File: config.mk
export PLATFORM = sky130hd
export DESIGN_NAME = store_narrower
export DESIGN_NICKNAME = d
export VERILOG_FILES = /design/src/rtl/store_pkg.sv /design/src/rtl/store_lane_mux.sv /design/src/rtl/store_narrower.sv
export SDC_FILE = /design/constraint.sdc
export NUM_CORES = 1
export LEC_CHECK = 0
export CORE_MARGIN = 4
export CORE_UTILIZATION = 45
export DETAILED_ROUTE_END_ITERATION = 10
export HOLD_SLACK_MARGIN = 0.05
export PLACE_DENSITY_LB_ADDON = 0.05
export SLEW_MARGIN = 20
export SYNTH_ARGS = -nofsm -noshare
export SYNTH_HDL_FRONTEND = slang
export SYNTH_SLANG_ARGS = --single-unit
File: constraint.sdc
create_clock -name clk -period 10.6 [get_ports clk]
set_input_delay 2.65 -clock clk [delete_from_list [all_inputs] [get_ports clk]]
set_output_delay 2.65 -clock clk [all_outputs]
set_load 0.03 [all_outputs]
File: src/rtl/store_pkg.sv
// Shared types for the store narrower: size encodings, write-buffer entry, depth bounds.
package store_pkg;

  typedef enum logic [1:0] {
    SZ_BYTE = 2'b00,
    SZ_HALF = 2'b01,
    SZ_WORD = 2'b10,
    SZ_RSVD = 2'b11
  } st_size_e;

  typedef struct packed {
    logic [31:0] addr;
    logic [31:0] wdata;
    logic [3:0]  be;
  } wb_entry_t;

  localparam int DEPTH_MIN = 1;
  localparam int DEPTH_MAX = 8;

  function automatic logic [3:0] lane_onehot(input logic [1:0] lane);
    return 4'b0001 << lane;
  endfunction

endpackage

File: src/rtl/store_lane_mux.sv
// Combinational store narrowing: lane select, data replication, byte enables.
// STORE_MISALIGN_TRAP_EN enables the alignment check on half/word stores.
module store_lane_mux
  import store_pkg::*;
#(
  parameter bit BIG_ENDIAN = 1'b1
) (
  input  logic [31:0] st_addr,
  input  logic [31:0] st_data,
  input  logic [1:0]  st_size,
  output wb_entry_t   entry,
  output logic        misaligned,
  output logic        rsvd
);

  logic [1:0] lane;

  always_comb begin
    lane        = st_addr[1:0] ^ {2{BIG_ENDIAN}};
    entry.addr  = {st_addr[31:2], 2'b00};
    entry.wdata = st_data;
    entry.be    = 4'b0000;
    misaligned  = 1'b0;
    rsvd        = 1'b0;
    case (st_size)
      SZ_BYTE: begin
        entry.wdata = {4{st_data[7:0]}};
        entry.be    = lane_onehot(lane);
      end
      SZ_HALF: begin
        entry.wdata = {2{st_data[15:0]}};
        // addr[1] picks the half; endianness flips which lanes that is
        entry.be    = (st_addr[1] ^ BIG_ENDIAN) ? 4'b1100 : 4'b0011;
`ifdef STORE_MISALIGN_TRAP_EN
        misaligned  = st_addr[0];
`endif
      end
      SZ_WORD: begin
        entry.wdata = st_data;
        entry.be    = 4'b1111;
`ifdef STORE_MISALIGN_TRAP_EN
        misaligned  = |st_addr[1:0];
`endif
      end
      default: begin
        rsvd = 1'b1;
      end
    endcase
  end

endmodule

File: src/rtl/store_narrower.sv
// Store narrower with an in-order write buffer draining over valid/ready.
// Build option: STORE_MISALIGN_TRAP_EN rejects misaligned half/word stores.
module store_narrower
  import store_pkg::*;
#(
  parameter int DEPTH      = 2,
  parameter bit BIG_ENDIAN = 1'b1
) (
  input  logic                       clk,
  input  logic                       rst_n,
  input  logic                       st_valid,
  output logic                       st_ready,
  input  logic [31:0]                st_addr,
  input  logic [31:0]                st_data,
  input  logic [1:0]                 st_size,
  output logic                       mem_valid,
  input  logic                       mem_ready,
  output logic [31:0]                mem_addr,
  output logic [31:0]                mem_wdata,
  output logic [3:0]                 mem_be,
  output logic                       misalign_err,
  output logic [$clog2(DEPTH+1)-1:0] count
);

  localparam int CW = $clog2(DEPTH + 1);
  localparam int PW = (DEPTH > 1) ? $clog2(DEPTH) : 1;

  wb_entry_t new_entry;
  logic      misaligned;
  logic      rsvd;
  logic      reject;
  logic      push;
  logic      pop;

  wb_entry_t wb_mem [DEPTH];
  wb_entry_t head_reg, head_next;
  logic [PW-1:0] wr_ptr_reg, wr_ptr_next;
  logic [PW-1:0] rd_ptr_reg, rd_ptr_next;
  logic [CW-1:0] count_reg, count_next, remain;
  logic          mem_valid_reg;
  logic          err_reg;

  store_lane_mux #(.BIG_ENDIAN(BIG_ENDIAN)) u_lane_mux (
    .st_addr    (st_addr),
    .st_data    (st_data),
    .st_size    (st_size),
    .entry      (new_entry),
    .misaligned (misaligned),
    .rsvd       (rsvd)
  );

  function automatic logic [PW-1:0] ptr_inc(input logic [PW-1:0] p);
    return (p == PW'(DEPTH - 1)) ? '0 : p + 1'b1;
  endfunction

  assign reject   = rsvd | misaligned;
  assign st_ready = (count_reg < CW'(DEPTH));
  assign push     = st_valid & st_ready & ~reject;
  assign pop      = mem_valid_reg & mem_ready;

  always_comb begin
    wr_ptr_next = push ? ptr_inc(wr_ptr_reg) : wr_ptr_reg;
    rd_ptr_next = pop  ? ptr_inc(rd_ptr_reg) : rd_ptr_reg;
    remain      = pop  ? count_reg - 1'b1 : count_reg;
    count_next  = push ? remain + 1'b1 : remain;
    // Head register preloads the next entry so mem_* stay flop outputs
    if (remain != '0)
      head_next = wb_mem[rd_ptr_next];
    else if (push)
      head_next = new_entry;
    else
      head_next = head_reg;
  end

  generate
    for (genvar gi = 0; gi < DEPTH; gi++) begin : g_entry
      always_ff @(posedge clk) begin
        if (push && (wr_ptr_reg == PW'(gi)))
          wb_mem[gi] <= new_entry;
      end
    end
  endgenerate

  always_ff @(posedge clk or negedge rst_n) begin
    if (!rst_n) begin
      wr_ptr_reg    <= '0;
      rd_ptr_reg    <= '0;
      count_reg     <= '0;
      mem_valid_reg <= 1'b0;
      head_reg      <= '0;
      err_reg       <= 1'b0;
    end else begin
      wr_ptr_reg    <= wr_ptr_next;
      rd_ptr_reg    <= rd_ptr_next;
      count_reg     <= count_next;
      mem_valid_reg <= (count_next != '0);
      head_reg      <= head_next;
      err_reg       <= st_valid & reject;
    end
  end

  assign mem_valid    = mem_valid_reg;
  assign mem_addr     = head_reg.addr;
  assign mem_wdata    = head_reg.wdata;
  assign mem_be       = head_reg.be;
  assign misalign_err = err_reg;
  assign count        = count_reg;

endmodule

==> out/qor.log, run 1 <==
INFO  outcome        status=finished, final reports clean
INFO  grt            number_of_global_route_vias_before_repair=5412
INFO  synth          synth_enable_flop_cells=132
INFO  job            maxCapViolCount=0
INFO  grt            wire_length_of_the_first_global_routing_pass=30800um
INFO  placement      place_hpwl=11700um
INFO  cts            number_of_buffers_inserted_during_clock_tree_synthesis=21
INFO  floorplanning  die_h=146um
INFO  sta            tns=0ns
INFO  synth          average_size_of_a_mapped_cell=15.6squm
INFO  floorplanning  floorplan.core_area=0.0186sqmm
INFO  detailed_routing viasPerCell=5.39
INFO  grt            gr-total-overflow=0
INFO  placement      dp_worst_setup_slack=4.96ns
INFO  detailed_routing via_count=4992
INFO  layout         layout.core_utilization=57.6%
INFO  synth          synth_ff_type=edfxtp_1
INFO  sta            period_share=48.0%
INFO  floorplanning  dieArea=0.0212sqmm
INFO  detailed_routing route.antenna.remaining_nets=0
INFO  layout         regMostFlops=wb_mem
INFO  layout         design_area=0.0107sqmm
INFO  synth          async_flop_share=35.3%
INFO  floorplanning  initial_utilization=45.7%
INFO  synth          synth_top_cell_area_share=46.5%
INFO  setup_path     worst_setup_path_end_kind=register
INFO  grt            grt_antenna_before_repair=0
INFO  layout         syn_to_final_growth=26.0%
INFO  cts            cts_root_buffer=clkbuf_16
INFO  setup_path     timing.critical_path.required=10.71ns
INFO  cts            post-cts-setup-buffer-count=0
INFO  setup_path     crit_arrival=5.20ns
INFO  sta            skew=0.0133ns
INFO  pwr            static-leakage-power=0.00415uW
INFO  synth          synth_top_cells_by_area=edfxtp_1 47%, dfrtp_1 21%, mux2i_1 18%
INFO  sta            finalWorstSetupSlack=5.51ns
INFO  sta            report.final.slew_viol_count=0
INFO  setup_path     criticalPathCategory=in2reg
INFO  floorplanning  die-width=146um
INFO  cts            number_of_hold_buffers_added_after_cts=0
INFO  synth          synth-warning-count=0
INFO  cts            clock_pin_slew_on_the_worst_setup_and_hold_paths=0.06ns
INFO  setup_path     rr_startpoint=mem_valid
INFO  sta            setup_viol=0
INFO  layout         finalNetCount=749
INFO  cts            cts_num_sinks=204
INFO  cts            ctsHtreeMaxLevel=1
INFO  synth          synth_top_area_cell=edfxtp_1
INFO  synth          post_synth_instance_area=0.00852sqmm
INFO  grt            grt_util_all_layers=18.1%
INFO  pwr            power.ir.vdd_worst=0.272mV
INFO  synth          most_numerous_cell_in_the_yosys_netlist=mux2i_1
INFO  floorplanning  top_level_ports=143
INFO  detailed_routing detail_route.wl_per_cell=20.8um
INFO  floorplanning  num_rows=50
INFO  sta            setup_repair_after_global_routing_missed_its_margin=no
INFO  detailed_routing drt_iter0_drc=191
INFO  sta            maximum_clock_frequency=197MHz
INFO  cts            cts_tree=yes
INFO  placement      place_congestion=0.741
INFO  layout         stdcell_count=926
INFO  setup_path     worstSetupStartpointType=input port
INFO  min_path       hold_class=reg2reg
INFO  synth          synthCells=545
INFO  layout         max_reg_flops=132
INFO  placement      dp_cell_count=889
INFO  synth          synth.top_cells.by_count=150 x mux2i_1, 132 x edfxtp_1, 72 x dfrtp_1
INFO  grt            maximum_number_of_pins_on_one_net_before_global_route_repair=73
INFO  cts            clk_path_buf_depth=3
INFO  pwr            power.density_cell_area=308mW/mm^2
INFO  setup_path     critPathMaxFanout=66
INFO  synth          postSynthRegisterBits=204
INFO  sta            tightestPinTransition=1.04ns
INFO  min_path       hold_start=wb_mem[1][51]
INFO  synth          netlist-cell-type-count=36
INFO  setup_path     worstSetupStartpoint=st_size[0]
INFO  sta            period_needed=5.09ns
INFO  cts            cts_resized=0
INFO  detailed_routing wirelength=19200um
INFO  detailed_routing firstDrtPassIters=4
INFO  placement      buffer_ports.inserted=140
INFO  cts            worstSkewPairLatency=0.49ns
INFO  layout         diodes=0
INFO  synth          synth_sequential_area_ratio=67.7%
INFO  sta            timing.slew.headroom=31.0%
INFO  detailed_routing route.detailed.drc=0
INFO  sta            hold_violations=0
INFO  placement      dpl_cell_area=0.0101sqmm
INFO  layout         layout-drive-gt1-share=9.25%
## final cells by class
type,instances,area (sq um)
Sequential cell,204,5770
Inverter,10,37.5
Fill cell,1482,7910
Multi-Input combinational cell,295,2550
Clock inverter,7,35.0
Tap cell,234,293
Clock buffer,30,609
Timing Repair Buffer,146,1440
## report_power, final
part / leakage [uW] / switching [uW] / internal, uW
combinational: 0.00179 / 827 / 604
sequential: 0.00204 / 109 / 1080
clock: 0.000320 / 291 / 399
## worst max-delay path, cell delays in order
cell,delay (ns)
clkdlybuf4s50_1,0.80
nand2_1,0.31
and3_1,0.18
buf_4,0.34
and2_4,0.84
## metal layers
metal,wire length [um],track usage (%),up-vias
li1,-,-,2325
met1,8690,25.0,2520
met2,9320,30.1,121
met3,893,3.15,26
met4,325,4.42,0
met5,0,0,-
## worst paths after layout
kind	endpoint	slack, ns	depth (start not counted)
worst min register to register	mem_addr[17]	0.53	2
worst min-delay path	mem_addr[17]	0.53	2
max in group asynchronous	mem_wdata[27]	7.89	1
worst max-delay path	wb_mem[1][9]	5.51	5
min in group asynchronous	mem_addr[7]	2.20	1
worst max register to register	mem_wdata[24]	7.71	6
## cells in the final DEF, fill, tap and decap left out, types with 4 or more instances in the layout
cell type | synthesis | layout
mux2i_1 | 150 | 150
clkdlybuf4s50_1 | 0 | 138
edfxtp_1 | 132 | 132
dfrtp_1 | 72 | 72
nor3_1 | 25 | 25
clkbuf_16 | 0 | 21
a211oi_1 | 18 | 18
mux2_2 | 16 | 16
inv_1 | 10 | 10
a21oi_1 | 10 | 10
nor2_1 | 11 | 10
nor2b_1 | 9 | 9
a211o_1 | 8 | 8
a21boi_0 | 8 | 8
o21ai_0 | 8 | 8
o22ai_1 | 8 | 8
buf_4 | 8 | 6
clkbuf_8 | 0 | 5
clkbuf_1 | 10 | 4
## metrics by stage
stage / hold WS (ns) / total power (uW)
6_report: 0.527 / 3310
5_1_grt: 0.562 / 3490
4_1_cts: 0.532 / 3360
3_5_place_dp: 0.519 / 2660
3_3_place_gp: 0.508 / 2620
2_1_floorplan: 0.460 / 2150
## cells by family after synthesis
| logic type | count (synthesis) | share of synthesized area [%] |
|---|---|---|
| buf+inv | 47 | 2.92 |
| other cells | 1 | 0.0440 |
| compound gates | 65 | 5.30 |
| simple gates | 55 | 3.36 |
| mux | 167 | 19.9 |
| flops | 204 | 67.7 |
| fa+ha+maj | 1 | 0.147 |
| xor+xnor | 5 | 0.602 |
Power figures use the tool's default switching activity.
==> run 2: changes to the inputs <==
clock period = 4.2 ns   (was 10.6 ns; I/O delays follow)
==> run 2 against run 1 <==
Compared with the run above:
- sequential cell count is the same
- core utilization grew 0.91 points
- clock skew shrank 0.0023 ns
- critical path type unchanged
- highest routed layer unchanged
==> out/qor.log, run 2 (synthesis results as in run 1) <==
INFO  setup_path     worst_r2r_endpoint=mem_be[1]
INFO  setup_path     timing.critical_path.required=4.59ns
INFO  min_path       min_delay_worst_endpoint=mem_wdata[19]
INFO  sta            skew=0.0109ns
INFO  setup_path     rr_startpoint=mem_valid
INFO  grt            grt_antenna_before_repair=0
INFO  setup_path     critPathMaxFanout=42
INFO  cts            cts_tree=yes
INFO  detailed_routing detail_route.wl_per_cell=20.7um
INFO  setup_path     depth_of_the_worst_register_to_register_path=6
INFO  job            maxCapViolCount=0
INFO  min_path       min_path_cells=2
INFO  cts            ctsHtreeMaxLevel=1
INFO  detailed_routing route.detailed.drc=0
INFO  placement      place_congestion=0.735
INFO  pwr            power.density_cell_area=786mW/mm^2
INFO  cts            cts_num_sinks=204
INFO  cts            number_of_hold_buffers_added_after_cts=0
INFO  grt            wire_length_of_the_first_global_routing_pass=30900um
INFO  placement      buffer_ports.inserted=140
INFO  grt            maximum_number_of_pins_on_one_net_before_global_route_repair=73
INFO  detailed_routing route.antenna.remaining_nets=0
INFO  sta            timing.slew.headroom=47.3%
INFO  floorplanning  die_h=146um
INFO  detailed_routing firstDrtPassIters=4
INFO  sta            maximum_clock_frequency=345MHz
INFO  layout         diodes=0
INFO  cts            number_of_buffers_inserted_during_clock_tree_synthesis=22
INFO  setup_path     crit_arrival=3.29ns
INFO  sta            tns=0ns
INFO  detailed_routing via_count=5036
INFO  layout         layout.cells.most_common=mux2i_1
INFO  sta            hold_slack=0.531ns
INFO  setup_path     cpPeakStageDelay=0.58ns
INFO  sta            finalWorstSetupSlack=1.30ns
INFO  cts            clk_path_buf_depth=3
INFO  sta            tightestPinTransition=0.790ns
INFO  layout         max_reg_flops=132
INFO  layout         layout-drive-gt1-share=9.87%
INFO  sta            period_needed=2.90ns
INFO  layout         finalNetCount=754
INFO  pwr            power.ir.vdd_worst=0.945mV
INFO  sta            hold_violations=0
INFO  pwr            static-leakage-power=0.00422uW
INFO  cts            clock_pin_slew_on_the_worst_setup_and_hold_paths=0.06ns
INFO  cts            worstSkewPairLatency=0.49ns
INFO  floorplanning  die-width=146um
INFO  setup_path     worst_setup_path_end_kind=register
INFO  layout         stdcell_count=933
INFO  sta            period_share=69.0%
INFO  sta            setup_repair_after_global_routing_missed_its_margin=no
INFO  placement      dp_cell_count=893
INFO  setup_path     criticalPathCategory=in2reg
INFO  floorplanning  floorplan.core_area=0.0186sqmm
INFO  grt            number_of_global_route_vias_before_repair=5429
INFO  setup_path     rrSetupSlack=1.89ns
INFO  cts            cts_root_buffer=clkbuf_16
INFO  min_path       hold_class=reg2reg
INFO  floorplanning  top_level_ports=143
INFO  placement      place_hpwl=11800um
INFO  floorplanning  num_rows=50
INFO  setup_path     critical_path.slowest_cell=ha_4
INFO  layout         most-common-layout-cells=150 x mux2i_1, 139 x clkdlybuf4s50_1, 132 x edfxtp_1
INFO  outcome        status=finished, final reports clean
INFO  floorplanning  initial_utilization=45.7%
INFO  setup_path     worstSetupStartpointType=input port
INFO  detailed_routing wirelength=19300um
INFO  layout         syn_to_final_growth=28.0%
INFO  placement      dp_worst_setup_slack=0.793ns
INFO  setup_path     path_cells=clkdlybuf4s50_1, nand2_2, xor2_1, ha_4, buf_12, nor3_1, a211oi_1
INFO  grt            gr-total-overflow=0
INFO  sta            setup_viol=0
INFO  cts            cts_resized=0
INFO  detailed_routing viasPerCell=5.40
INFO  layout         layout.core_utilization=58.5%
INFO  detailed_routing drt_iter0_drc=218
INFO  sta            report.final.slew_viol_count=0
INFO  grt            grt_util_all_layers=18.3%
INFO  min_path       hold_start=wb_mem[1][23]
INFO  layout         regMostFlops=wb_mem
INFO  floorplanning  dieArea=0.0212sqmm
INFO  cts            post-cts-setup-buffer-count=0
run 2: per-stage QoR:
step	area [sq um]	total power (uW)
6_report	10900	8570
5_1_grt	10900	9040
2_1_floorplan	8520	5430
3_5_place_dp	10200	6790
3_3_place_gp	10200	6710
4_1_cts	10900	8690
run 2: report_power, final:
| part | internal [uW] | switching (uW) | total [uW] |
|---|---|---|---|
| logic | 1590 | 2120 | 3710 |
| clock network | 1120 | 753 | 1870 |
| registers | 2730 | 267 | 2990 |
| total | 5430 | 3140 | 8570 |
run 2: area by class of cell:
type / count / area (sq um)
flip-flops and latches: 204 / 5770
repair buffers: 150 / 1550
well taps: 234 / 293
clock inverters: 14 / 116
multi-input cells: 295 / 2550
fillers: 1468 / 7740
clock buffers: 26 / 587
inverters: 10 / 37.5
run 2: metal layers:
layer	GRT usage [%]	vias up	share of wire (%)
li1	-	2339	-
met4	3.94	0	1.4
met1	25.3	2549	45
met2	30.7	123	49
met5	0	-	0
met3	3.15	25	4.7
run 2: worst max-delay path by stage:
stage,startpoint,endpoint,slack (ns),depth (start not counted)
final,mem_ready,mem_be[1],1.30,7
after global routing,mem_ready,mem_be[1],1.18,7
after global placement,mem_ready,mem_be[1],0.89,7
after detailed placement,mem_ready,mem_be[1],0.79,7
after floorplan,st_size[0],wb_mem[0][0],0.46,5
after CTS,mem_ready,mem_be[1],1.30,7
run 2: critical path, delay by kind of cell:
| kind | cells | cell delay [ns] |
|---|---|---|
| and+or+nand+nor | 2 | 0.20 |
| xor gates and xnor gates | 1 | 0.41 |
| buffers and inverters | 2 | 0.78 |
| AOI/OAI and AO/OA | 1 | 0.24 |
| adders and majority gates | 1 | 0.58 |
==> run 3: changes to the inputs <==
clock period = 2.3 ns   (was 4.2 ns; I/O delays follow)
==> run 3 against run 2 <==
Compared with the run above:
- first-iteration DRC count is 16% higher
- clock power is 88% higher
- largest power group unchanged
- final cell count is 4.8% higher
- sequential cell count stayed put
- highest routed layer unchanged
- critical path type is now reg2out
- die area stayed put
- critical path depth is 6 lower
- largest cell class unchanged
- design area is 4.4% higher
==> out/qor.log, run 3 (synthesis results as in run 1) <==
INFO  setup_path     critical_path_buf_inv_count=1
INFO  sta            tns=0ns
INFO  layout         max_reg_flops=132
INFO  grt            number_of_global_route_vias_before_repair=5697
INFO  setup_path     cpPeakStageDelay=0.70ns
INFO  cts            worstSkewPairLatency=0.50ns
INFO  sta            maximum_clock_frequency=456MHz
INFO  sta            setup_viol=0
INFO  detailed_routing viasPerCell=5.30
INFO  cts            cts_tree=yes
INFO  layout         layout-drive-gt1-share=15.7%
INFO  setup_path     path_cells=clkdlybuf4s50_1
INFO  grt            wire_length_of_the_first_global_routing_pass=32100um
INFO  floorplanning  floorplan.core_area=0.0186sqmm
INFO  layout         seqCellArea=0.00577sqmm
INFO  layout         syn_to_final_growth=33.7%
INFO  setup_path     worst_setup_path_end_kind=output pin
INFO  floorplanning  dieArea=0.0212sqmm
INFO  layout         multi_input_area=0.00256sqmm
INFO  layout         most-common-layout-cells=150 x mux2i_1, 137 x clkdlybuf4s50_1, 132 x edfxtp_1
INFO  grt            grt_util_all_layers=18.9%
INFO  floorplanning  die_h=146um
INFO  min_path       hold_class=in2async
INFO  layout         finalNetCount=798
INFO  setup_path     critical_path_depth=1
INFO  detailed_routing drt_iter0_drc=253
INFO  setup_path     critPathMaxFanout=2
INFO  setup_path     timing.critical_path.required=1.73ns
INFO  sta            report.final.slew_viol_count=0
INFO  floorplanning  initial_utilization=45.7%
INFO  cts            cts_num_sinks=204
INFO  cts            number_of_hold_buffers_added_after_cts=0
INFO  layout         regMostFlops=wb_mem
INFO  detailed_routing route.detailed.drc=0
INFO  cts            ctsHtreeMaxLevel=1
INFO  placement      place_hpwl=13700um
INFO  layout         diodes=0
INFO  job            maxCapViolCount=0
INFO  placement      place_congestion=0.777
INFO  setup_path     depth_of_the_worst_register_to_register_path=7
INFO  cts            clock_pin_slew_on_the_worst_setup_and_hold_paths=0.06ns
INFO  floorplanning  num_rows=50
INFO  detailed_routing route.antenna.remaining_nets=0
INFO  layout         layout.filler_cells=1438
INFO  setup_path     crit_arrival=1.62ns
INFO  grt            gr-total-overflow=0
INFO  detailed_routing detail_route.wl_per_cell=20.7um
INFO  cts            cts_root_buffer=clkbuf_16
INFO  cts            number_of_buffers_inserted_during_clock_tree_synthesis=23
INFO  sta            period_share=95.4%
INFO  outcome        status=finished, final reports clean
INFO  sta            period_needed=2.20ns
INFO  detailed_routing via_count=5181
INFO  grt            grt_antenna_before_repair=0
INFO  setup_path     critical_path.slowest_cell=clkdlybuf4s50_1
INFO  floorplanning  die-width=146um
INFO  floorplanning  top_level_ports=143
INFO  layout         layout.cells.most_common=mux2i_1
INFO  sta            setup_repair_after_global_routing_missed_its_margin=no
INFO  pwr            power.density_cell_area=1440mW/mm^2
INFO  pwr            static-leakage-power=0.00448uW
INFO  sta            hold_violations=0
INFO  detailed_routing firstDrtPassIters=5
INFO  sta            skew=0.0157ns
INFO  sta            timing.slew.headroom=60.9%
INFO  setup_path     criticalPathCategory=reg2out
INFO  cts            clk_path_buf_depth=3
INFO  placement      buffer_ports.inserted=140
INFO  pwr            power.ir.vdd_worst=0.743mV
INFO  setup_path     critPathTopFamily=buffers and inverters
INFO  detailed_routing wirelength=20200um
INFO  setup_path     worstSetupStartpointType=register
INFO  grt            maximum_number_of_pins_on_one_net_before_global_route_repair=39
INFO  pwr            power.total=16400uW
INFO  sta            tightestPinTransition=0.587ns
## run 3: changes by cell type in the layout (fill, tap and decap cells not counted), sizes merged
cell           change
clkdlybuf4s50      -2
clkinv             -3
dlygate4sd2        +1
inv                +1
buf               +44
clkbuf             +4
## run 3: cell type report
class                   count  area share, %
clock buffers              30           5.46
clock inverters            12          0.978
inverters                  10          0.352
multi-input cells         295           22.5
flip-flops and latches    204           50.7
well taps                 234           2.57
repair buffers            193           17.5
## run 3: power breakdown
part	internal, uW	switching [uW]
logic	3400	4030
registers	4980	488
clock network	2130	1390
total	10500	5910
## run 3: stage by stage
step	instance area (sq um)	util, %	hold slack (ns)	instances	setup WS (ns)
after floorplan	8560	-	0.279	546	-0.0875
after global placement	10700	57.1	0.507	936	-0.0994
after detailed placement	10700	57.1	0.517	936	-0.107
after CTS	11400	61.1	0.0942	978	0.0930
after global routing	11400	61.1	0.109	978	0.0678
final	11400	61.1	0.0736	978	0.105
## run 3: worst paths after layout
kind                                    from           end  slack [ns]
worst max register to register     mem_valid     mem_be[1]        0.57
min in group clk                  st_size[1]  misalign_err        0.52
worst min register to register  wb_mem[1][6]  mem_wdata[2]        0.53
worst max-delay path            mem_wdata[9]  mem_wdata[9]        0.10
max in group asynchronous              rst_n      count[1]        1.61
worst min-delay path                   rst_n  mem_addr[15]        0.07
## run 3: worst register-to-register path, delay by kind of cell, from the launching register on
kind	cells	cell delay [ns]
AO/OA/AOI/OAI	1	0.26
adder cells (fa/ha/maj)	1	0.27
AND/OR/NAND/NOR	3	0.24
buffers and inverters	1	0.20
flip-flops	1	0.39
XOR/XNOR	1	0.27
## run 3: timing repair
action	CTS	global route
gates resized for setup	1	0
setup endpoints to repair	1	0
buffers inserted	0	0
## run 3: metal layers
layer / vias up / track usage [%] / share of wire, %
li1: 2432 / - / -
met1: 2592 / 25.7 / 44
met2: 133 / 32.6 / 50
met3: 24 / 2.90 / 4.2
met4: 0 / 4.23 / 1.3
met5: - / 0 / 0
